### config.mk
export PLATFORM = sky130hd
export DESIGN_NAME = my_adc_packer
export DESIGN_NICKNAME = d
export VERILOG_FILES = /design/src/rtl/my_adc_packer_pkg.sv /design/src/rtl/my_adc_packer_fifo.sv /design/src/rtl/my_adc_packer.sv
export SDC_FILE = /design/constraint.sdc
export NUM_CORES = 1
export LEC_CHECK = 0
export ABC_AREA = 1
export CORE_MARGIN = 4
export CORE_UTILIZATION = 25
export CTS_CLUSTER_DIAMETER = 200
export DETAILED_ROUTE_END_ITERATION = 10
export GPL_TIMING_DRIVEN = 1
export SYNTH_ARGS = -nofsm -noshare
export SYNTH_HDL_FRONTEND = slang
export SYNTH_SLANG_ARGS = --single-unit
### constraint.sdc
create_clock -name csi_clk -period 9.45 [get_ports csi_clk]
set_input_delay 0.945 -clock csi_clk [delete_from_list [all_inputs] [get_ports csi_clk]]
set_output_delay 0.945 -clock csi_clk [all_outputs]
set_load 0.01 [all_outputs]
### src/rtl/my_adc_packer_pkg.sv
// Shared types and helpers for my_adc_packer: FSM states, word/lane widths, FIFO entry layout.
package my_adc_pkg;

   localparam int LANE_W = 16;
   localparam int OUT_W  = 32;
   localparam int ENT_W  = OUT_W + 2;

   typedef enum logic [1:0] {
      IDLE,
      EVEN,
      ODD,
      DISCARD
   } state_e;

   typedef struct packed {
      logic             sop;
      logic             eop;
      logic [OUT_W-1:0] data;
   } fifo_ent_t;

   // Sample arrives already zero-extended; the tag fills the top nibble (zero when tagging is off).
   function automatic logic [LANE_W-1:0] pack_lane(input logic [LANE_W-1:0] sample,
                                                   input logic [3:0]        tag);
      return sample | {tag, {(LANE_W-4){1'b0}}};
   endfunction

endpackage

### src/rtl/my_adc_packer_fifo.sv
// Show-ahead FIFO for packed words. Two ordered write ports so a stale-packet closer and the
// new packet's first word can both land in the same cycle.
module my_adc_packer_fifo
   import my_adc_pkg::*;
#(
   parameter int WIDTH = ENT_W,
   parameter int DEPTH = 16
) (
   input  logic                          csi_clk,
   input  logic                          rsi_reset_n,
   input  logic [1:0]                    wr_en,
   input  logic [1:0][WIDTH-1:0]         wr_data,
   input  logic                          rd_en,
   output logic [WIDTH-1:0]              rd_data,
   output logic                          empty,
   output logic [$clog2(DEPTH):0]        used
);

   localparam int AW = $clog2(DEPTH);

   logic [WIDTH-1:0] mem [DEPTH];
   logic [AW:0]      wr_ptr, rd_ptr, wr_ptr1;

   assign wr_ptr1 = wr_ptr + 1'b1;

   // Port 1 is only ever used together with port 0 and lands right behind it.
   always_ff @(posedge csi_clk) begin
      if (wr_en[0]) mem[wr_ptr[AW-1:0]]  <= wr_data[0];
      if (wr_en[1]) mem[wr_ptr1[AW-1:0]] <= wr_data[1];
   end

   always_ff @(posedge csi_clk or negedge rsi_reset_n) begin
      if (!rsi_reset_n) begin
         wr_ptr <= '0;
         rd_ptr <= '0;
      end else begin
         wr_ptr <= wr_ptr + (AW+1)'(wr_en[0]) + (AW+1)'(wr_en[1]);
         rd_ptr <= rd_ptr + (AW+1)'(rd_en);
      end
   end

   assign used    = wr_ptr - rd_ptr;
   assign empty   = (used == '0);
   assign rd_data = mem[rd_ptr[AW-1:0]];

endmodule

### src/rtl/my_adc_packer.sv
// Packs 12-bit ADC sequencer samples two per 32-bit word into a framed, backpressured stream.
// Define MY_ADC_PACKER_CHTAG_EN to place channel[3:0] in each lane's top nibble.
module my_adc_packer
   import my_adc_pkg::*;
#(
   parameter int DATA_W      = 12,
   parameter int CH_W        = 5,
   parameter int MAX_SAMPLES = 32,
   parameter int FIFO_DEPTH  = 16
) (
   input  logic              csi_clk,
   input  logic              rsi_reset_n,
   input  logic [DATA_W-1:0] asi_in0_data,
   input  logic              asi_in0_valid,
   input  logic [CH_W-1:0]   asi_in0_channel,
   input  logic              asi_in0_startofpacket,
   input  logic              asi_in0_endofpacket,
   output logic [31:0]       aso_out0_data,
   output logic              aso_out0_valid,
   input  logic              aso_out0_ready,
   output logic              aso_out0_startofpacket,
   output logic              aso_out0_endofpacket,
   output logic [15:0]       coe_drop_count
);

   localparam int MAX_WORDS = (MAX_SAMPLES + 1) / 2;
   localparam int IDX_W     = $clog2(MAX_SAMPLES + 1);
   localparam int CNT_W     = $clog2(FIFO_DEPTH) + 1;

   state_e              state_q, state_d;
   logic [LANE_W-1:0]   lane_lo_q, lane_lo_d;
   logic                first_q, first_d;
   logic [IDX_W-1:0]    idx_q, idx_d;
   logic [15:0]         drop_q;
   logic                drop_inc;

   logic                sop, eop, need_close, fits;
   logic [3:0]          tag;
   logic [LANE_W-1:0]   cur_lane;
   logic                take, to_hi, is_first, last;
   logic [IDX_W-1:0]    cur_idx;
   logic                close_w, word_w;
   fifo_ent_t           close_ent, word_ent, rd_ent;
   logic [1:0]          wr_en;
   fifo_ent_t [1:0]     wr_ent;
   logic                rd_en, fifo_empty;
   logic [CNT_W-1:0]    used;
   logic                unused_ch;

   assign sop = asi_in0_startofpacket;
   assign eop = asi_in0_endofpacket;

`ifdef MY_ADC_PACKER_CHTAG_EN
   assign tag = 4'(asi_in0_channel);
`else
   assign tag = 4'h0;
`endif
   assign unused_ch = ^asi_in0_channel;

   assign cur_lane = pack_lane(LANE_W'(asi_in0_data), tag);

   // A stale packet is closed in the same cycle as the new sop, so its word counts against free space.
   assign need_close = asi_in0_valid & sop & ((state_q == ODD) | (state_q == EVEN));
   assign fits = (32'(used) + 32'(need_close) + MAX_WORDS) <= FIFO_DEPTH;

   always_comb begin
      state_d   = state_q;
      lane_lo_d = lane_lo_q;
      first_d   = first_q;
      idx_d     = idx_q;
      drop_inc  = 1'b0;
      close_w   = need_close;
      close_ent = '0;
      word_w    = 1'b0;
      word_ent  = '0;
      take      = 1'b0;
      to_hi     = 1'b0;
      is_first  = 1'b0;
      cur_idx   = '0;
      last      = 1'b0;

      if (asi_in0_valid) begin
         if (sop) begin
            // ODD holds a half word to flush; EVEN can only be closed with an empty eop word.
            close_ent.eop = 1'b1;
            if (state_q == ODD) begin
               close_ent.sop  = first_q;
               close_ent.data = {{LANE_W{1'b0}}, lane_lo_q};
            end
            if (fits) begin
               take     = 1'b1;
               is_first = 1'b1;
            end else begin
               drop_inc = 1'b1;
               state_d  = eop ? IDLE : DISCARD;
            end
         end else begin
            unique case (state_q)
               EVEN: begin
                  take    = 1'b1;
                  cur_idx = idx_q;
               end
               ODD: begin
                  take    = 1'b1;
                  to_hi   = 1'b1;
                  cur_idx = idx_q;
               end
               DISCARD: if (eop) state_d = IDLE;
               default: ;
            endcase
         end
      end

      if (take) begin
         last  = (cur_idx == IDX_W'(MAX_SAMPLES - 1));
         idx_d = cur_idx + 1'b1;
         if (to_hi) begin
            word_w        = 1'b1;
            word_ent.sop  = first_q;
            word_ent.eop  = eop | last;
            word_ent.data = {cur_lane, lane_lo_q};
            state_d       = EVEN;
         end else if (eop | last) begin
            word_w        = 1'b1;
            word_ent.sop  = is_first;
            word_ent.eop  = 1'b1;
            word_ent.data = {{LANE_W{1'b0}}, cur_lane};
         end else begin
            lane_lo_d = cur_lane;
            first_d   = is_first;
            state_d   = ODD;
         end
         if (eop)       state_d = IDLE;
         else if (last) state_d = DISCARD;
      end
   end

   always_ff @(posedge csi_clk or negedge rsi_reset_n) begin
      if (!rsi_reset_n) begin
         state_q   <= IDLE;
         lane_lo_q <= '0;
         first_q   <= 1'b0;
         idx_q     <= '0;
         drop_q    <= '0;
      end else begin
         state_q   <= state_d;
         lane_lo_q <= lane_lo_d;
         first_q   <= first_d;
         idx_q     <= idx_d;
         if (drop_inc && drop_q != 16'hFFFF) drop_q <= drop_q + 1'b1;
      end
   end

   // Closer always goes first so packet order is preserved.
   assign wr_en[0]  = close_w | word_w;
   assign wr_en[1]  = close_w & word_w;
   assign wr_ent[0] = close_w ? close_ent : word_ent;
   assign wr_ent[1] = word_ent;

   my_adc_packer_fifo #(
      .WIDTH (ENT_W),
      .DEPTH (FIFO_DEPTH)
   ) u_fifo (
      .csi_clk     (csi_clk),
      .rsi_reset_n (rsi_reset_n),
      .wr_en       (wr_en),
      .wr_data     (wr_ent),
      .rd_en       (rd_en),
      .rd_data     (rd_ent),
      .empty       (fifo_empty),
      .used        (used)
   );

   assign aso_out0_valid         = ~fifo_empty;
   assign rd_en                  = aso_out0_valid & aso_out0_ready;
   assign aso_out0_data          = aso_out0_valid ? rd_ent.data : '0;
   assign aso_out0_startofpacket = aso_out0_valid & rd_ent.sop;
   assign aso_out0_endofpacket   = aso_out0_valid & rd_ent.eop;
   assign coe_drop_count         = drop_q;

endmodule

==> out/metrics.csv, run 1 <==
metric;value;unit
GRT Max-Usage Layer;met2;
most common cell in the netlist;edfxtp_1;
vias in the first global route;12300;
DRT Pass-1 Iters;5;
CP Capture Point;aso_out0_data[23];
Worst Path Required;8.51;ns
CP Class;register to output port;
ANT cells;0;
grt ovf;0;
synth top area cells;edfxtp_1 64%, nand2_1 7.2%, dfrtp_1 6.0%;
initial drt markers;1244;
Int Pwr;4.33;mW
Core Area;77300;um^2
Async S/R FF share, synth;10.2;%
filler instances;7840;
FF+latch count, synth;463;
worst slack, placed;3.88;ns
die area;82400;um^2
R2R Path End;u_fifo.mem[11][19];
most frequent CP cell;buf_4;
Hold Path Class;input pin to async pin;
Final Hold Fails;0;
Top FF cell, synth;edfxtp_1;
# nets final;1697;
share of layout cells above drive strength 1;8.14;%
P_sw;2.67;mW
Synth warnings;0;
Core Rows;102;
sequential area share after synthesis;70.3;%
CTS Sinks;463;
status;finished, final reports clean;
Startpoint Class;register;
Setup Skew;0.0232;ns
Syn Inst Count;1620;
Synth cell types;39;
detailed placement HPWL;26400;um
CP Buf/Inv Count;5;
Post-Route WL;48300;um
synth cell count leaders;416 x edfxtp_1, 373 x nand2_1, 213 x a21oi_1;
largest net degree at the start of global routing;95;
gr usage total;11.4;%
DIE WIDTH;287;um
critical-path cell list;buf_4, ha_1, inv_1, fa_1, xor2_1, nor3_1, nand4_1, clkinv_1, buf_4, a211oi_1, clkdlybuf4s50_1;
Slew Limit Fails;0;
P per Cell Area;309;nW/um^2
Final Critical Period;6.26;ns
CP top delay family;buffers and inverters;
hold_buf cts;0;
GR Util met3;1.91;%
Combinational Power Share;37.8;%
DRC Markers;0;
Layout area overhead;16.4;%
Max Root-Sink Buffers;3;
met1 usage;15.7;%
Vert. Die Dim;287;um
CP peak stage delay;0.98;ns
initial antenna violation count;1;
first-pass GRT wire length;72700;um
unrepaired setup endpoints after global routing;no;
Clock transition at path regs;0.06;ns
Routability Congestion;0.814;
CP max FO;78;
Worst Slack Setup Final;3.19;ns
met2 Use GR;18.5;%
tightest slew margin relative to the limit;15.1;%
crit path capture type;output port;
maximum VDD drop;0.207;mV
Post-synth EDFFs;416;
Starting Density;25.2;%
Switching Share;38.1;%
H-tree depth;2;
sequential share of power;37.6;%
Setup-failing EPs final;0;
Via density;4.65;
Fin Setup TNS;0;ns
Gates resized, CTS repair;0;
Slowest-stage cell, CP;dfrtp_4;
IO buf count;60;
post-synth top area share;64.2;%
Worst Reg-to-Reg Cells;15;
Post-DRT Antenna Nets;0;
WP depth;11;
TritonCTS Buffers;48;
Syn Area/Cell;12.0;um^2
Synth area leader;edfxtp_1;
synthesized area;19500;um^2
Post-CTS Setup Bufs;0;
WL/cell;17.6;um
Worst-Margin Slew;1.27;ns
Max Cap Violations;0;
Pleak;8.07;nW
flop-to-flop setup slack;3.89;ns
Clk network pwr share;24.5;%
crit path DAT;5.32;ns
Via Count;12700;
root buf cell;clkbuf_16;
Clk Latency, worst-skew pair;0.59;ns
FF-to-FF Start;u_fifo.rd_ptr[0];
Ports;74;
CTS tree;built;
Final Cycle Share;66.3;%
critical path startpoint;u_fifo.rd_ptr[0];
max frequency;160;MHz
## final cells by class
| class | count | area, um^2 | share of cell area (%) |
|---|---|---|---|
| Clock buffer | 61 | 1250 | 5.52 |
| Tap cell | 1040 | 1300 | 5.75 |
| Clock inverter | 27 | 164 | 0.724 |
| Multi-Input combinational cell | 983 | 5180 | 22.9 |
| Timing Repair Buffer | 85 | 783 | 3.46 |
| Inverter | 77 | 298 | 1.31 |
| Sequential cell | 463 | 13700 | 60.4 |
## cells in the final DEF (no fill, tap or decap), types with 2 or more instances in the layout
cell / instances
o21ai_0: 87
nor3_1: 10
dfrtp_1: 44
nand3_2: 5
clkbuf_16: 48
xor2_1: 18
o22ai_1: 14
ha_1: 14
nor2_1: 32
nand4_1: 9
a211oi_1: 24
nand3_4: 2
xnor2_1: 8
nand4_2: 2
inv_2: 4
inv_6: 2
dfrtp_2: 2
clkbuf_1: 13
edfxtp_1: 416
nand2_2: 7
clkdlybuf4s50_1: 59
conb_1: 8
nor2_4: 17
a221oi_1: 28
fa_1: 2
clkinv_1: 16
nand2_1: 373
nand3_1: 47
a22oi_1: 52
clkinv_2: 9
buf_4: 25
inv_1: 68
nor2_2: 5
a21oi_1: 213
## worst min path at each step
| stage | cells past startpoint | end | slack, ns |
|---|---|---|---|
| 2_1_floorplan | 2 | first_q | 0.45 |
| 3_3_place_gp | 2 | first_q | 0.47 |
| 3_5_place_dp | 2 | first_q | 0.47 |
| 4_1_cts | 2 | coe_drop_count[7] | 0.49 |
| 5_1_grt | 2 | coe_drop_count[7] | 0.52 |
| 6_report | 2 | coe_drop_count[7] | 0.47 |
## flip-flops by register name (all words and copies together), names as in the netlist
| name | cells |
|---|---|
| coe_drop_count | 16 |
| first_q | 1 |
| idx_q | 6 |
| lane_lo_q | 12 |
| state_q | 2 |
| u_fifo.mem | 416 |
| u_fifo.rd_ptr | 5 |
| u_fifo.wr_ptr | 5 |
## through the flow
stage          area, um^2  hold WS, ns  utilization, %  instances  power [mW]
6_report            22600        0.473            29.3       2736        7.01
3_5_place_dp        21200        0.473            27.5       2648        5.35
5_1_grt             22600        0.518            29.3       2736        7.42
3_3_place_gp        21200        0.467            27.5       2648        5.29
2_1_floorplan       19500        0.453               -       1627        4.29
4_1_cts             22600        0.486            29.3       2736        7.07
## power by group through the flow
stage	clock [mW]	sequential [mW]	combinational (mW)
finish	1.72	2.64	2.65
global route	1.84	2.66	2.93
CTS	1.75	2.63	2.69
detailed placement	0	2.67	2.67
global placement	0	2.67	2.62
floorplan	0	2.58	1.71
## worst reg2reg max path, delay by kind of cell, from the launching register on
kind / cells / cell delay (ns)
fa+ha+maj: 3 / 1.00
buf+inv: 2 / 0.77
flops: 1 / 0.98
simple gates: 10 / 2.42
## metal layers
layer	up-vias	part of all wire, %
li1	5925	-
met1	6300	45
met2	418	47
met3	68	6.4
met4	0	2.0
met5	-	0
## logic make-up (layout without fill, tap and decap cells)
group                      Yosys count  in the layout  share of synthesized area (%)
adders and majority gates           16             16                           1.11
DFF                                463            463                           70.3
AOI/OAI and AO/OA                  419            419                           12.4
other                                1              8                         0.0193
buffers and inverters              181            250                           3.90
xor gates and xnor gates            26             26                           1.17
and+or+nand+nor                    514            514                           11.2
Note: power is estimated with default switching activity, not from simulation.
==> inputs of run 2 (changes only) <==
==> constraint.sdc (replaced) <==
create_clock -name csi_clk -period 5.35 [get_ports csi_clk]
set_input_delay 0.535 -clock csi_clk [delete_from_list [all_inputs] [get_ports csi_clk]]
set_output_delay 0.535 -clock csi_clk [all_outputs]
set_load 0.01 [all_outputs]
==> out/metrics.csv, run 2 (same netlist as run 1, synthesis figures left out) <==
metric;value;unit;change
WL/cell;18.0;um;was 17.6 um
Combinational Power Share;38.8;%;was 37.8%
crit path capture type;output port;;unchanged
status;finished, final reports clean;;unchanged
max frequency;213;MHz;
Layout Cells excl Fill;2766;;was 2736
CTS tree;built;;unchanged
die area;82400;um^2;unchanged
area of the multi-input gates;5180;um^2;unchanged
Worst Slack Setup Final;0.654;ns;was 3.19 ns
filler instances;7779;;was 7840
most frequent cells in the layout;416 x edfxtp_1, 373 x nand2_1, 213 x a21oi_1, 87 x o21ai_0, 68 x inv_1;;unchanged
Via Count;12700;;about the same
worst slack, placed;0.782;ns;was 3.88 ns
Max Cap Violations;0;;unchanged
Worst Reg-to-Reg Cells;13;;was 15
critical-path cell list;inv_4, buf_4, buf_4, a21oi_1, a22oi_1, o21ai_0, a211oi_1, clkdlybuf4s50_1;;was buf_4, ha_1, inv_1, fa_1, xor2_1, nor3_1, nand4_1, clkinv_1, buf_4, a211oi_1, clkdlybuf4s50_1
IO buf count;60;;unchanged
vias in the first global route;12600;;was 12300
Startpoint Class;register;;unchanged
unrepaired setup endpoints after global routing;no;;unchanged
Hold Path Class;input pin to async pin;;unchanged
DRC Markers;0;;unchanged
gr usage total;11.8;%;was 11.4%
H-tree depth;2;;unchanged
Ports;74;;unchanged
Clk Latency, worst-skew pair;0.58;ns;was 0.59 ns
Slew Limit Fails;0;;unchanged
CP Class;register to output port;;unchanged
first-pass GRT wire length;76100;um;was 72700 um
Final Hold Fails;0;;unchanged
Vert. Die Dim;287;um;unchanged
Via density;4.60;;was 4.65
CP max FO;48;;was 78
detailed placement HPWL;28700;um;was 26400 um
TritonCTS Buffers;48;;unchanged
max FFs per register;416;;unchanged
Int Pwr;8.06;mW;was 4.33 mW
crit path DAT;4.16;ns;was 5.32 ns
total power;12.9;mW;was 7.01 mW
Post-DRT Antenna Nets;0;;unchanged
Max Root-Sink Buffers;3;;unchanged
# nets final;1728;;was 1697
sequential share of power;35.1;%;was 37.6%
Fin Setup TNS;0;ns;unchanged
ANT cells;0;;unchanged
Post-Route WL;49700;um;was 48300 um
Slowest-stage cell, CP;clkdlybuf4s50_1;;was dfrtp_4
P per Cell Area;554;nW/um^2;was 309 nW/um^2
largest net degree at the start of global routing;210;;was 95
most frequent CP cell;buf_4;;unchanged
DRT Pass-1 Iters;5;;unchanged
DIE WIDTH;287;um;unchanged
Pleak;8.36;nW;was 8.07 nW
grt ovf;0;;unchanged
Routability Congestion;0.841;;was 0.814
Worst-Margin Slew;1.14;ns;was 1.27 ns
hold_buf cts;0;;unchanged
Clk network pwr share;26.1;%;was 24.5%
CTS Sinks;463;;unchanged
Switching Share;37.4;%;was 38.1%
share of layout cells above drive strength 1;10.4;%;was 8.14%
root buf cell;clkbuf_16;;unchanged
initial antenna violation count;1;;unchanged
P_sw;4.81;mW;was 2.67 mW
initial drt markers;1102;;was 1244
Final Cycle Share;87.8;%;
CP peak stage delay;0.63;ns;was 0.98 ns
most common cell after layout, fill and taps aside;edfxtp_1;;unchanged
maximum VDD drop;0.485;mV;was 0.207 mV
Core Rows;102;;unchanged
Layout area overhead;19.4;%;was 16.4%
tightest slew margin relative to the limit;23.8;%;was 15.1%
Gates resized, CTS repair;0;;unchanged
Placed Cells;2679;;was 2648
Clock transition at path regs;0.06;ns;about the same
Register Area;13700;um^2;unchanged
Starting Density;25.2;%;unchanged
Setup-failing EPs final;0;;unchanged
Final Critical Period;4.70;ns;
Core Area;77300;um^2;unchanged
Worst Path Required;4.82;ns;was 8.51 ns
Post-CTS Setup Bufs;0;;unchanged
Setup Skew;0.0142;ns;was 0.0232 ns
run 2: changes by cell type in the layout (fill, tap and decap cells not counted):
cell,previous run,this run
buf_4,25,41
buf_12,0,15
clkinv_1,16,9
bufinv_16,1,7
clkbuf_1,13,9
clkinv_2,9,13
clkbuf_8,0,1
clkinv_4,1,0
run 2: per-stage QoR:
stage / area (um^2) / utilization, % / hold slack [ns]
after floorplan: 19500 / - / 0.239
after global placement: 21700 / 28.0 / 0.470
after detailed placement: 21700 / 28.0 / 0.485
after CTS: 23200 / 30.0 / 0.0661
after global routing: 23200 / 30.0 / 0.105
final: 23200 / 30.0 / 0.0642
run 2: final timing paths:
kind	start	to	slack, ns
max	u_fifo.rd_ptr[1]	aso_out0_data[17]	0.65
min	rsi_reset_n	coe_drop_count[5]	0.06
max reg2reg	u_fifo.rd_ptr[1]	u_fifo.mem[9][33]	1.14
min reg2reg	first_q	first_q	0.49
max in group asynchronous	rsi_reset_n	u_fifo.rd_ptr[0]	4.81
min in group csi_clk	first_q	first_q	0.49
run 2: power groups by stage:
stage	combinational (mW)	sequential (mW)	clock [mW]
floorplan	3.02	4.55	0
global placement	4.94	4.57	0
detailed placement	5.06	4.59	0
CTS	5.08	4.51	3.42
global route	5.52	4.54	3.57
finish	4.99	4.52	3.36
run 2: routing by layer:
| metal | part of all wire, % | track usage, % |
|---|---|---|
| met1 | 45 | 16.2 |
| met2 | 48 | 19.7 |
| met3 | 5.9 | 2.00 |
| met4 | 1.7 | 2.52 |
| met5 | 0.026 | 0 |
run 2: area by class of cell:
| type | instances | area share, % |
|---|---|---|
| sequential | 463 | 58.9 |
| multi-input combinational | 983 | 22.3 |
| tap | 1040 | 5.60 |
| clock buffer | 58 | 5.38 |
| timing repair buffer | 116 | 5.18 |
| clock inverter | 29 | 1.42 |
| inverter | 77 | 1.28 |
run 2: critical path, delay by kind of cell, from the launching register on:
kind,cells,cell delay [ns]
buffers and inverters,4,2.20
AO/OA/AOI/OAI,4,0.90
flip-flops,1,0.42
